--- src/rtl/spi_pkg.sv ---
// ---------------------------------------------------------------------------
// spi_pkg
//
// Shared definitions for the SPI slave protocol engine: default field widths,
// the position of the read/write flag inside the command byte, and the state
// type used by the controller FSM.
//
// Ports: none (package).
// ---------------------------------------------------------------------------
package spi_pkg;

   localparam int ADDR_W_DEF = 7;
   localparam int DATA_W_DEF = 8;
   localparam int CMD_W      = ADDR_W_DEF + 1;
   localparam int RW_BIT     = 0;

   typedef enum logic [2:0] {
      IDLE,
      GET_CMD,
      READ_LOAD,
      READ_SHIFT,
      WRITE_SHIFT,
      WRITE_COMMIT,
      DONE
   } spiState_t;

endpackage

--- src/rtl/spi_slave_ctrl_if.sv ---
// ---------------------------------------------------------------------------
// spi_slave_ctrl_if
//
// Bundles the conditioned SPI pad signals and the data-memory bus of the SPI
// slave protocol engine.
//
// Signals:
//   cs_cond    conditioned chip select, active low
//   sclk_pos   one-cycle pulse on conditioned SCLK rising edge
//   sclk_neg   one-cycle pulse on conditioned SCLK falling edge
//   mosi_cond  conditioned MOSI
//   miso       serial read data, MSB first
//   miso_bufe  MISO tri-state enable
//   mem_addr   latched transaction address
//   mem_wdata  byte to write
//   mem_we     one-cycle write strobe
//   mem_rdata  memory read data, combinational from mem_addr
//
// Modports:
//   slave   the protocol engine's view
//   master  the view of whatever drives the pads and hosts the memory
// ---------------------------------------------------------------------------
interface spi_slave_ctrl_if
   import spi_pkg::*;
#(
   parameter int ADDR_W = ADDR_W_DEF,
   parameter int DATA_W = DATA_W_DEF
);

   logic              cs_cond;
   logic              sclk_pos;
   logic              sclk_neg;
   logic              mosi_cond;
   logic              miso;
   logic              miso_bufe;
   logic [ADDR_W-1:0] mem_addr;
   logic [DATA_W-1:0] mem_wdata;
   logic              mem_we;
   logic [DATA_W-1:0] mem_rdata;

   modport slave (
      input  cs_cond, sclk_pos, sclk_neg, mosi_cond, mem_rdata,
      output miso, miso_bufe, mem_addr, mem_wdata, mem_we
   );

   modport master (
      output cs_cond, sclk_pos, sclk_neg, mosi_cond, mem_rdata,
      input  miso, miso_bufe, mem_addr, mem_wdata, mem_we
   );

endinterface

--- src/rtl/spi_shiftreg.sv ---
// ---------------------------------------------------------------------------
// spi_shiftreg
//
// DATA_W-wide data shift register for the SPI slave. Parallel load has
// priority, then serial shift-in (LSB side), then serial shift-out (MSB leaves,
// zero enters). The MSB of o_data is the bit currently presented on MISO.
//
// Ports:
//   clk           system clock
//   reset         synchronous active-high reset
//   i_load        parallel load strobe
//   i_loadData    parallel load value
//   i_shiftInEn   shift i_serialIn in at the LSB
//   i_serialIn    serial input bit
//   i_shiftOutEn  shift towards the MSB, zero fill
//   o_data        register contents
// ---------------------------------------------------------------------------
module spi_shiftreg #(
   parameter int DATA_W = 8
) (
   input  logic              clk,
   input  logic              reset,
   input  logic              i_load,
   input  logic [DATA_W-1:0] i_loadData,
   input  logic              i_shiftInEn,
   input  logic              i_serialIn,
   input  logic              i_shiftOutEn,
   output logic [DATA_W-1:0] o_data
);

   logic [DATA_W-1:0] r_data;

   // A single register serves both directions: write bytes are assembled by
   // shifting in, read bytes are loaded whole and then shifted out MSB first.
   always_ff @(posedge clk) begin
      if (reset) begin
         r_data <= '0;
      end else if (i_load) begin
         r_data <= i_loadData;
      end else if (i_shiftInEn) begin
         r_data <= {r_data[DATA_W-2:0], i_serialIn};
      end else if (i_shiftOutEn) begin
         r_data <= {r_data[DATA_W-2:0], 1'b0};
      end
   end

   assign o_data = r_data;

endmodule

--- src/rtl/spi_slave_ctrl.sv ---
// ---------------------------------------------------------------------------
// spi_slave_ctrl
//
// SPI mode-0 slave protocol engine. Receives a command byte (address in the
// upper bits, R/W flag in bit 0, 1 = read), then either assembles one write
// byte and strobes it into memory, or fetches one byte from memory and
// shifts it out on MISO, MSB first.
//
// Ports:
//   clk    system clock, all logic on its rising edge
//   reset  synchronous active-high reset
//   bus    spi_slave_ctrl_if.slave (pads + memory bus)
//
// Build option:
//   SPI_AUTOINC_EN  when defined, the address increments after each data byte
//                   and transfers continue in the same direction while chip
//                   select stays low. Otherwise one data byte per CS assertion.
// ---------------------------------------------------------------------------
module spi_slave_ctrl
   import spi_pkg::*;
#(
   parameter int ADDR_W = ADDR_W_DEF,
   parameter int DATA_W = DATA_W_DEF
) (
   input  logic clk,
   input  logic reset,
   spi_slave_ctrl_if.slave bus
);

   localparam int CMD_BITS = ADDR_W + 1;

   spiState_t r_state;
   spiState_t w_next;

   logic [2:0]          r_bitCnt;
   logic [CMD_BITS-2:0] r_cmd;
   logic [ADDR_W-1:0]   r_memAddr;
   logic [DATA_W-1:0]   r_memWdata;
   logic                r_misoBufe;
   logic                r_skipNeg;

   logic [CMD_BITS-1:0] w_cmdFull;
   logic [DATA_W-1:0]   w_shData;
   logic                w_csActive;
   logic                w_pos;
   logic                w_neg;
   logic                w_lastBit;

   logic w_cntClr;
   logic w_cntInc;
   logic w_cmdShift;
   logic w_addrLatch;
   logic w_addrInc;
   logic w_load;
   logic w_shiftIn;
   logic w_shiftOut;
   logic w_wdataLatch;
   logic w_bufeSet;
   logic w_bufeClr;
   logic w_skipSet;
   logic w_skipClr;

   // Edge qualification: chip select high masks every SCLK edge, and a
   // falling-edge pulse coincident with a rising-edge pulse is dropped so
   // the rising edge alone is processed.
   assign w_csActive = ~bus.cs_cond;
   assign w_pos      = bus.sclk_pos & w_csActive;
   assign w_neg      = bus.sclk_neg & ~bus.sclk_pos & w_csActive;
   assign w_lastBit  = (r_bitCnt == 3'd7);
   assign w_cmdFull  = {r_cmd, bus.mosi_cond};

   spi_shiftreg #(.DATA_W(DATA_W)) u_shiftreg (
      .clk          (clk),
      .reset        (reset),
      .i_load       (w_load),
      .i_loadData   (bus.mem_rdata),
      .i_shiftInEn  (w_shiftIn),
      .i_serialIn   (bus.mosi_cond),
      .i_shiftOutEn (w_shiftOut),
      .o_data       (w_shData)
   );

   // State register. Reset forces IDLE regardless of chip select, so a
   // transaction interrupted by reset is never resumed.
   always_ff @(posedge clk) begin
      if (reset) begin
         r_state <= IDLE;
      end else begin
         r_state <= w_next;
      end
   end

   // Next-state and datapath control decode. Chip select going high
   // overrides everything and returns the engine to IDLE; a write byte that
   // has not reached WRITE_COMMIT is simply dropped. In the read path the
   // first falling edge after a byte boundary belongs to the previous byte,
   // so r_skipNeg arms on entry to READ_LOAD and swallows that edge; if the
   // edge lands in the READ_LOAD cycle itself it is consumed right there.
   always_comb begin
      w_next       = r_state;
      w_cntClr     = 1'b0;
      w_cntInc     = 1'b0;
      w_cmdShift   = 1'b0;
      w_addrLatch  = 1'b0;
      w_addrInc    = 1'b0;
      w_load       = 1'b0;
      w_shiftIn    = 1'b0;
      w_shiftOut   = 1'b0;
      w_wdataLatch = 1'b0;
      w_bufeSet    = 1'b0;
      w_bufeClr    = 1'b0;
      w_skipSet    = 1'b0;
      w_skipClr    = 1'b0;

      if (!w_csActive) begin
         w_next    = IDLE;
         w_cntClr  = 1'b1;
         w_bufeClr = 1'b1;
         w_skipClr = 1'b1;
      end else begin
         case (r_state)
            IDLE: begin
               w_next   = GET_CMD;
               w_cntClr = 1'b1;
            end
            GET_CMD: begin
               if (w_pos) begin
                  w_cmdShift = 1'b1;
                  w_cntInc   = 1'b1;
                  if (w_lastBit) begin
                     w_addrLatch = 1'b1;
                     w_next      = w_cmdFull[RW_BIT] ? READ_LOAD : WRITE_SHIFT;
                  end
               end
            end
            READ_LOAD: begin
               w_load    = 1'b1;
               w_bufeSet = 1'b1;
               w_next    = READ_SHIFT;
               if (w_neg) begin
                  w_skipClr = 1'b1;
               end else begin
                  w_skipSet = 1'b1;
               end
            end
            READ_SHIFT: begin
               if (w_pos) begin
                  w_cntInc = 1'b1;
                  if (w_lastBit) begin
`ifdef SPI_AUTOINC_EN
                     w_addrInc = 1'b1;
                     w_next    = READ_LOAD;
`else
                     w_bufeClr = 1'b1;
                     w_next    = DONE;
`endif
                  end
               end else if (w_neg) begin
                  if (r_skipNeg) begin
                     w_skipClr = 1'b1;
                  end else begin
                     w_shiftOut = 1'b1;
                  end
               end
            end
            WRITE_SHIFT: begin
               if (w_pos) begin
                  w_shiftIn = 1'b1;
                  w_cntInc  = 1'b1;
                  if (w_lastBit) begin
                     w_wdataLatch = 1'b1;
                     w_next       = WRITE_COMMIT;
                  end
               end
            end
            WRITE_COMMIT: begin
`ifdef SPI_AUTOINC_EN
               w_addrInc = 1'b1;
               w_next    = WRITE_SHIFT;
`else
               w_next    = DONE;
`endif
            end
            DONE: begin
               w_next = DONE;
            end
            default: begin
               w_next = IDLE;
            end
         endcase
      end
   end

   // Datapath registers: bit counter (3 bits, wraps naturally at each byte
   // boundary), command history, transaction address, write byte, MISO
   // enable and the skip flag for the stale falling edge. The write byte is
   // captured together with its last bit so it is stable throughout the
   // commit cycle.
   always_ff @(posedge clk) begin
      if (reset) begin
         r_bitCnt   <= 3'd0;
         r_cmd      <= '0;
         r_memAddr  <= '0;
         r_memWdata <= '0;
         r_misoBufe <= 1'b0;
         r_skipNeg  <= 1'b0;
      end else begin
         if (w_cntClr) begin
            r_bitCnt <= 3'd0;
         end else if (w_cntInc) begin
            r_bitCnt <= r_bitCnt + 3'd1;
         end

         if (w_cmdShift) begin
            r_cmd <= w_cmdFull[CMD_BITS-2:0];
         end

         if (w_addrLatch) begin
            r_memAddr <= w_cmdFull[CMD_BITS-1 -: ADDR_W];
         end else if (w_addrInc) begin
            r_memAddr <= r_memAddr + ADDR_W'(1);
         end

         if (w_wdataLatch) begin
            r_memWdata <= {w_shData[DATA_W-2:0], bus.mosi_cond};
         end

         if (w_bufeClr) begin
            r_misoBufe <= 1'b0;
         end else if (w_bufeSet) begin
            r_misoBufe <= 1'b1;
         end

         if (w_skipClr) begin
            r_skipNeg <= 1'b0;
         end else if (w_skipSet) begin
            r_skipNeg <= 1'b1;
         end
      end
   end

   // MISO is gated by the buffer enable so that write assembly in the shared
   // shift register never appears on the pad.
   assign bus.mem_addr  = r_memAddr;
   assign bus.mem_wdata = r_memWdata;
   assign bus.mem_we    = (r_state == WRITE_COMMIT);
   assign bus.miso      = w_shData[DATA_W-1] & r_misoBufe;
   assign bus.miso_bufe = r_misoBufe;

endmodule

--- src/flat_wrapper.sv ---
// flat-port wrapper written by rule: the top's interface ports become plain ports
module spi_slave_ctrl_flat import spi_pkg::*;
#(
   parameter int ADDR_W = ADDR_W_DEF,
   parameter int DATA_W = DATA_W_DEF
)
  (clk, reset, bus_cs_cond, bus_sclk_pos, bus_sclk_neg, bus_mosi_cond, bus_mem_rdata, bus_miso, bus_miso_bufe, bus_mem_addr, bus_mem_wdata, bus_mem_we);
  spi_slave_ctrl_if #(.ADDR_W(ADDR_W), .DATA_W(DATA_W)) bus_i ();
  input  logic clk;
  input  logic reset;
  input wire logic [$bits(bus_i.cs_cond)-1:0] bus_cs_cond;
  input wire logic [$bits(bus_i.sclk_pos)-1:0] bus_sclk_pos;
  input wire logic [$bits(bus_i.sclk_neg)-1:0] bus_sclk_neg;
  input wire logic [$bits(bus_i.mosi_cond)-1:0] bus_mosi_cond;
  input wire logic [$bits(bus_i.mem_rdata)-1:0] bus_mem_rdata;
  output wire logic [$bits(bus_i.miso)-1:0] bus_miso;
  output wire logic [$bits(bus_i.miso_bufe)-1:0] bus_miso_bufe;
  output wire logic [$bits(bus_i.mem_addr)-1:0] bus_mem_addr;
  output wire logic [$bits(bus_i.mem_wdata)-1:0] bus_mem_wdata;
  output wire logic [$bits(bus_i.mem_we)-1:0] bus_mem_we;
  assign bus_i.cs_cond = bus_cs_cond;
  assign bus_i.sclk_pos = bus_sclk_pos;
  assign bus_i.sclk_neg = bus_sclk_neg;
  assign bus_i.mosi_cond = bus_mosi_cond;
  assign bus_i.mem_rdata = bus_mem_rdata;
  assign bus_miso = bus_i.miso;
  assign bus_miso_bufe = bus_i.miso_bufe;
  assign bus_mem_addr = bus_i.mem_addr;
  assign bus_mem_wdata = bus_i.mem_wdata;
  assign bus_mem_we = bus_i.mem_we;
  spi_slave_ctrl #(.ADDR_W(ADDR_W), .DATA_W(DATA_W)) u_core (.clk(clk), .reset(reset), .bus(bus_i));
endmodule
--- config.mk ---
export PLATFORM = sky130hd
export DESIGN_NAME = spi_slave_ctrl_flat
export DESIGN_NICKNAME = d
export VERILOG_FILES = /design/src/rtl/spi_pkg.sv /design/src/rtl/spi_slave_ctrl_if.sv /design/src/rtl/spi_shiftreg.sv /design/src/rtl/spi_slave_ctrl.sv /design/src/flat_wrapper.sv
export SDC_FILE = /design/constraint.sdc
export NUM_CORES = 1
export LEC_CHECK = 0
export BUFFER_PORTS_ARGS = -buffer_cell sky130_fd_sc_hd__buf_2
export CAP_MARGIN = 20
export CELL_PAD_IN_SITES_DETAIL_PLACEMENT = 1
export CELL_PAD_IN_SITES_GLOBAL_PLACEMENT = 1
export CORE_MARGIN = 1.5
export CORE_UTILIZATION = 37
export CTS_CLUSTER_SIZE = 8
export DETAILED_ROUTE_END_ITERATION = 12
export PLACE_DENSITY = 0.71
export SLEW_MARGIN = 20
export SYNTH_ARGS = -nofsm -noshare
export SYNTH_HDL_FRONTEND = slang
export SYNTH_SLANG_ARGS = --single-unit
export TNS_END_PERCENT = 50
--- constraint.sdc ---
create_clock -name clk -period 1.7 [get_ports clk]
set_clock_uncertainty 0.15 [all_clocks]
set_input_delay 0.085 -clock clk [delete_from_list [all_inputs] [get_ports clk]]
set_output_delay 0.085 -clock clk [all_outputs]
set_load 0.005 [all_outputs]
==> results.md <==
GRT:
- The initial antenna violation count came to 0.
- The global-route wire length before repair is 7.327 mm.
- The total congestion overflow is 0.
- The maximum number of pins on one net before global-route repair is 25.
- The number of global-route vias before repair is 1510.
- Global routing used 18.26% of the available tracks across all layers.

Place:
- The post-place setup slack is -0.04632 ns.
- Port buffering added 31 buffers.
- After detailed placement, the total cell area comes to 0.002051 mm^2.
- Once detailed placement completed, the half-perimeter wirelength came to 3.188 mm.
- The congestion estimate from routability-driven global placement came to 0.7815.
- The total placed cells including tap cells is 273.

Worst setup path:
- For the worst setup path, the data arrival time is 1.68 ns.
- The largest driver fanout on the critical path is 7.
- Counting both buffers and inverters, the worst setup path holds a total of 3.
- The nature of the critical path startpoint is an input port.
- Among cell families on the critical path, the largest total delay comes from buffers and inverters.
- The setup path with the least slack is of type input port to register.
- The element type at the critical path end is a register.
- For this run, the slowest stage of the critical path takes 0.53 ns.
- The critical path data required time is 1.73 ns.
- The cell with the largest stage delay on the worst path is sky130_fd_sc_hd__dlygate4sd3_1.
- Traced cell by cell, the critical path runs through dlygate4sd3_1 > buf_2 > nor4b_4 > and3_4 > buf_12 > mux2i_2 > nor2_1.

STA:
- The post-route fraction of the period consumed by the critical path is 96.76%.
- The worst pin sits at a relative slew slack of 67.94%.
- The final count of pins violating max slew is 0.
- At the pin with the least slew margin, the transition time is 0.4809 ns.
- The number of hold-slack violations in the final timing report is 0.
- The final critical delay including setup and external delays is 1.645 ns.
- The summed negative setup slack over all endpoints is 0 ns.
- Setup slack closes at 0.05516 ns.
- Setup violations remaining at the end of the flow were counted as 0.
- Static timing analysis puts the maximum clock frequency at 608.0 MHz.

Yosys:
- The cell area after synthesis is 0.001748 mm^2.
- The synthesized netlist devotes 0.5011% of its cell area to XOR and XNOR gates.
- Multiplexer cells account for 9.162% of the synthesized area.
- The Yosys step of the flow raised 0 warnings.
- The library cell with the largest summed area after synthesis is sky130_fd_sc_hd__dfxtp_1.
- The instance count of the mapped netlist is 186.
- Synthesis produced a netlist with a net count of 202.
- The area share of and/or/nand/nor cells after synthesis is 22.33%.
- The count of flip-flops with a built-in enable after synthesis is 0.
- The synthesized area per cell is 9.397 um^2.
- The largest family of logic cells by synthesized area is simple AND/OR/NAND/NOR gates.
- The adder and majority gate portion of the synthesized area is 1.432%.
- After synthesis, the cell types taking the most area are sky130_fd_sc_hd__dfxtp_1 (44%), sky130_fd_sc_hd__mux2i_1 (9.2%), sky130_fd_sc_hd__o41ai_2 (6.5%), sky130_fd_sc_hd__a21oi_1 (4.9%), sky130_fd_sc_hd__nand3_1 (4.6%).
- Yosys mapped the design onto 34 distinct sky130hd cell types.
- The top cell type by area accounts for 43.52% of the synthesized area.
- The synthesized netlist devotes 18.04% of its cell area to compound gates.
- Counting instances in the post-synthesis netlist gives the leading cell types as sky130_fd_sc_hd__dfxtp_1 (38), sky130_fd_sc_hd__nand2_1 (21), sky130_fd_sc_hd__a21oi_1 (17).
- The post-synthesis async set-or-reset flop share is 0%.
- Counting flops and latches in the post-synthesis netlist gives 38.
- Among all flip-flop cells after synthesis, the most frequent one is sky130_fd_sc_hd__dfxtp_1.
- By instance count, the leading cell after synthesis is sky130_fd_sc_hd__dfxtp_1.
- After synthesis, flip-flops and latches occupy 43.52% of the total area.

Pwr:
- VDD sags by at most 0.0003517 V.
- Of the total power, combinational logic draws 4.7%.
- The leakage power is 0.9016 nW.
- Per report_power, the clock group accounts for 43.3% of the total.
- The switching power as a share of total power is 20.86%.
- The internal power summed over all cells is 1.358 mW.
- The power spent charging and discharging nets is 0.3580 mW.
- The power share of the sequential group is 52.0%.
- The power density normalized to cell area is 768.5 mW/mm^2.

Final layout:
- After the last flow step, the layout net total stands at 248.
- The number of cells in the finished layout apart from fillers is 285.
- From synthesis to final layout, the design area changed by 27.77%.
- The fraction of final layout cells sized beyond drive strength 1 is 33.48%.
- The final design instance area without fill is 0.002233 mm^2.
- The number of antenna diodes in the final layout is 0.

Clock tree:
- The clock tree root buffer cell is sky130_fd_sc_hd__clkbuf_8.
- The number of buffers created by CTS is 5.
- Clock-pin slew was measured on the worst setup and hold paths at 0.07 ns.
- The maximum level of the CTS H-tree is 2.
- The latest clock arrival within the worst-skew pair is 0.29 ns.
- The clock tree from TritonCTS is yes.
- The total number of clock tree sinks is 38.
- The clock passes through at most 2 buffers.

Status:
- The run finished with clean final reports.

Detailed routing:
- After detailed routing, the number of vias per cell comes to 5.298.
- The iteration-0 DRC count of the detailed router is 70.
- The final routed DRC violation total is 0.
- The detail route stage leaves a number of antenna-violating nets equal to 0.
- The sum of routed wire segments on met1 is 2.000 mm.
- The via count of the routed design is 1510.
- The detailed-routing iteration count for the pre-antenna-repair pass is 6.
- The wire length on met3 is 129 um.
- The detail-routed net length per standard cell is 15.29 um.
- The highest routing layer actually used is met4.
- The sum of routed wire length over all layers is 4.359 mm.
- Summed over all nets, wire length on met2 after detailed routing comes to 2.174 mm.

Die:
- The area of the placeable core is 0.004444 mm^2.
- Once the floorplan was initialized, standard cells occupied 39.33% of the core.
- The y dimension of the die is 71.73 um.
- The number of I/O pins is 32.
- The row count is 24.
- The floorplan die width is 71.73 um.
- The die covers 0.005145 mm^2.

Flow run:
- The tool flagged a number of max-cap violations equal to 0.

Hold path:
- The worst hold path belongs to the class input port to register.
## cell families after synthesis
| family | count (synthesis) |
|---|---|
| muxes | 16 |
| xor gates and xnor gates | 1 |
| DFF | 38 |
| buffers and inverters | 16 |
| and+or+nand+nor | 72 |
| AOI/OAI and AO/OA | 41 |
| adders and majority gates | 2 |
## timing repair
| action | in CTS | in global routing |
|---|---|---|
| gates resized for setup | 4 | 9 |
| pin swaps | 0 | 1 |
| endpoints found under the hold margin | 4 | 0 |
| endpoints found under the setup margin | 16 | 29 |
| setup buffers | 0 | 1 |
| hold buffers | 3 | 0 |
## cell usage in the layout (no fill, tap or decap), types with 2 or more instances in the layout
master / n
sky130_fd_sc_hd__mux2i_1: 15
sky130_fd_sc_hd__buf_12: 2
sky130_fd_sc_hd__nor2b_1: 9
sky130_fd_sc_hd__nor3b_1: 2
sky130_fd_sc_hd__nand2_1: 20
sky130_fd_sc_hd__nand3_1: 16
sky130_fd_sc_hd__buf_4: 17
sky130_fd_sc_hd__ha_1: 2
sky130_fd_sc_hd__buf_2: 31
sky130_fd_sc_hd__o41ai_2: 7
sky130_fd_sc_hd__clkbuf_1: 2
sky130_fd_sc_hd__a21oi_1: 15
sky130_fd_sc_hd__o21ai_1: 8
sky130_fd_sc_hd__a21oi_2: 2
sky130_fd_sc_hd__and3_1: 2
sky130_fd_sc_hd__dfxtp_4: 2
sky130_fd_sc_hd__dfxtp_1: 35
sky130_fd_sc_hd__nor2_1: 14
sky130_fd_sc_hd__clkbuf_8: 5
sky130_fd_sc_hd__dlygate4sd3_1: 3
## layout make-up
type	count	area, um^2
clock inverter	1	30.03
multi-input combinational	132	929.6
sequential	38	769.5
tap	52	65.06
inverter	2	10.01
fill	525	2211
clock buffer	7	76.32
timing repair buffer	53	352.8
## flip-flops by register name, summed over array words and instances, names as in the netlist
register,cells
u_core.r_state,3
u_core.bus.mem_addr,7
u_core.r_skipNeg,1
u_core.bus.miso_bufe,1
u_core.u_shiftreg.o_data,8
u_core.r_cmd,7
u_core.bus.mem_wdata,8
u_core.r_bitCnt,3
## worst min-delay path: cells and delay by family
| kind | cells | cell delay (ns) |
|---|---|---|
| mux | 1 | 0.07 |
| compound gates | 1 | 0.18 |
| buf+inv | 1 | 0.07 |
## routing by layer
metal  global-route usage, %  vias up
li1                        -      749
met1                   23.64      730
met2                   30.25       25
met4                   6.289        0
met3                   3.797        6
met5                       0        -
## power by group through the flow
stage	Combinational [mW]	Clock (mW)	Sequential [mW]
after floorplan	0.0413	0	0.913
after global placement	0.0717	0	0.916
after detailed placement	0.0744	0	0.916
after CTS	0.0796	0.768	0.895
after global routing	0.0882	0.803	0.893
final	0.0807	0.743	0.893
## final timing paths
| check | cells past startpoint | to | slack, ns | startpoint |
|---|---|---|---|---|
| max reg2reg | 6 | u_core.r_state[1] | 0.09 | u_core.r_bitCnt[0] |
| min reg2reg | 2 | u_core.bus.mem_wdata[0] | 0.31 | u_core.bus.mem_wdata[0] |
| max | 7 | u_core.bus.mem_addr[4] | 0.06 | bus_cs_cond |
| min | 3 | u_core.u_shiftreg.o_data[7] | 0.006 | bus_mem_rdata[7] |
## through the flow
stage | hold slack [ns] | utilization, % | power (mW)
2_1_floorplan | 0.08249 | - | 0.9544
3_3_place_gp | 0.2277 | 46.14 | 0.9873
3_5_place_dp | 0.2329 | 46.14 | 0.9901
4_1_cts | 0.006201 | 49.35 | 1.743
5_1_grt | 0.02623 | 50.25 | 1.784
6_report | 0.005631 | 50.25 | 1.716
Power figures use the tool's default switching activity.
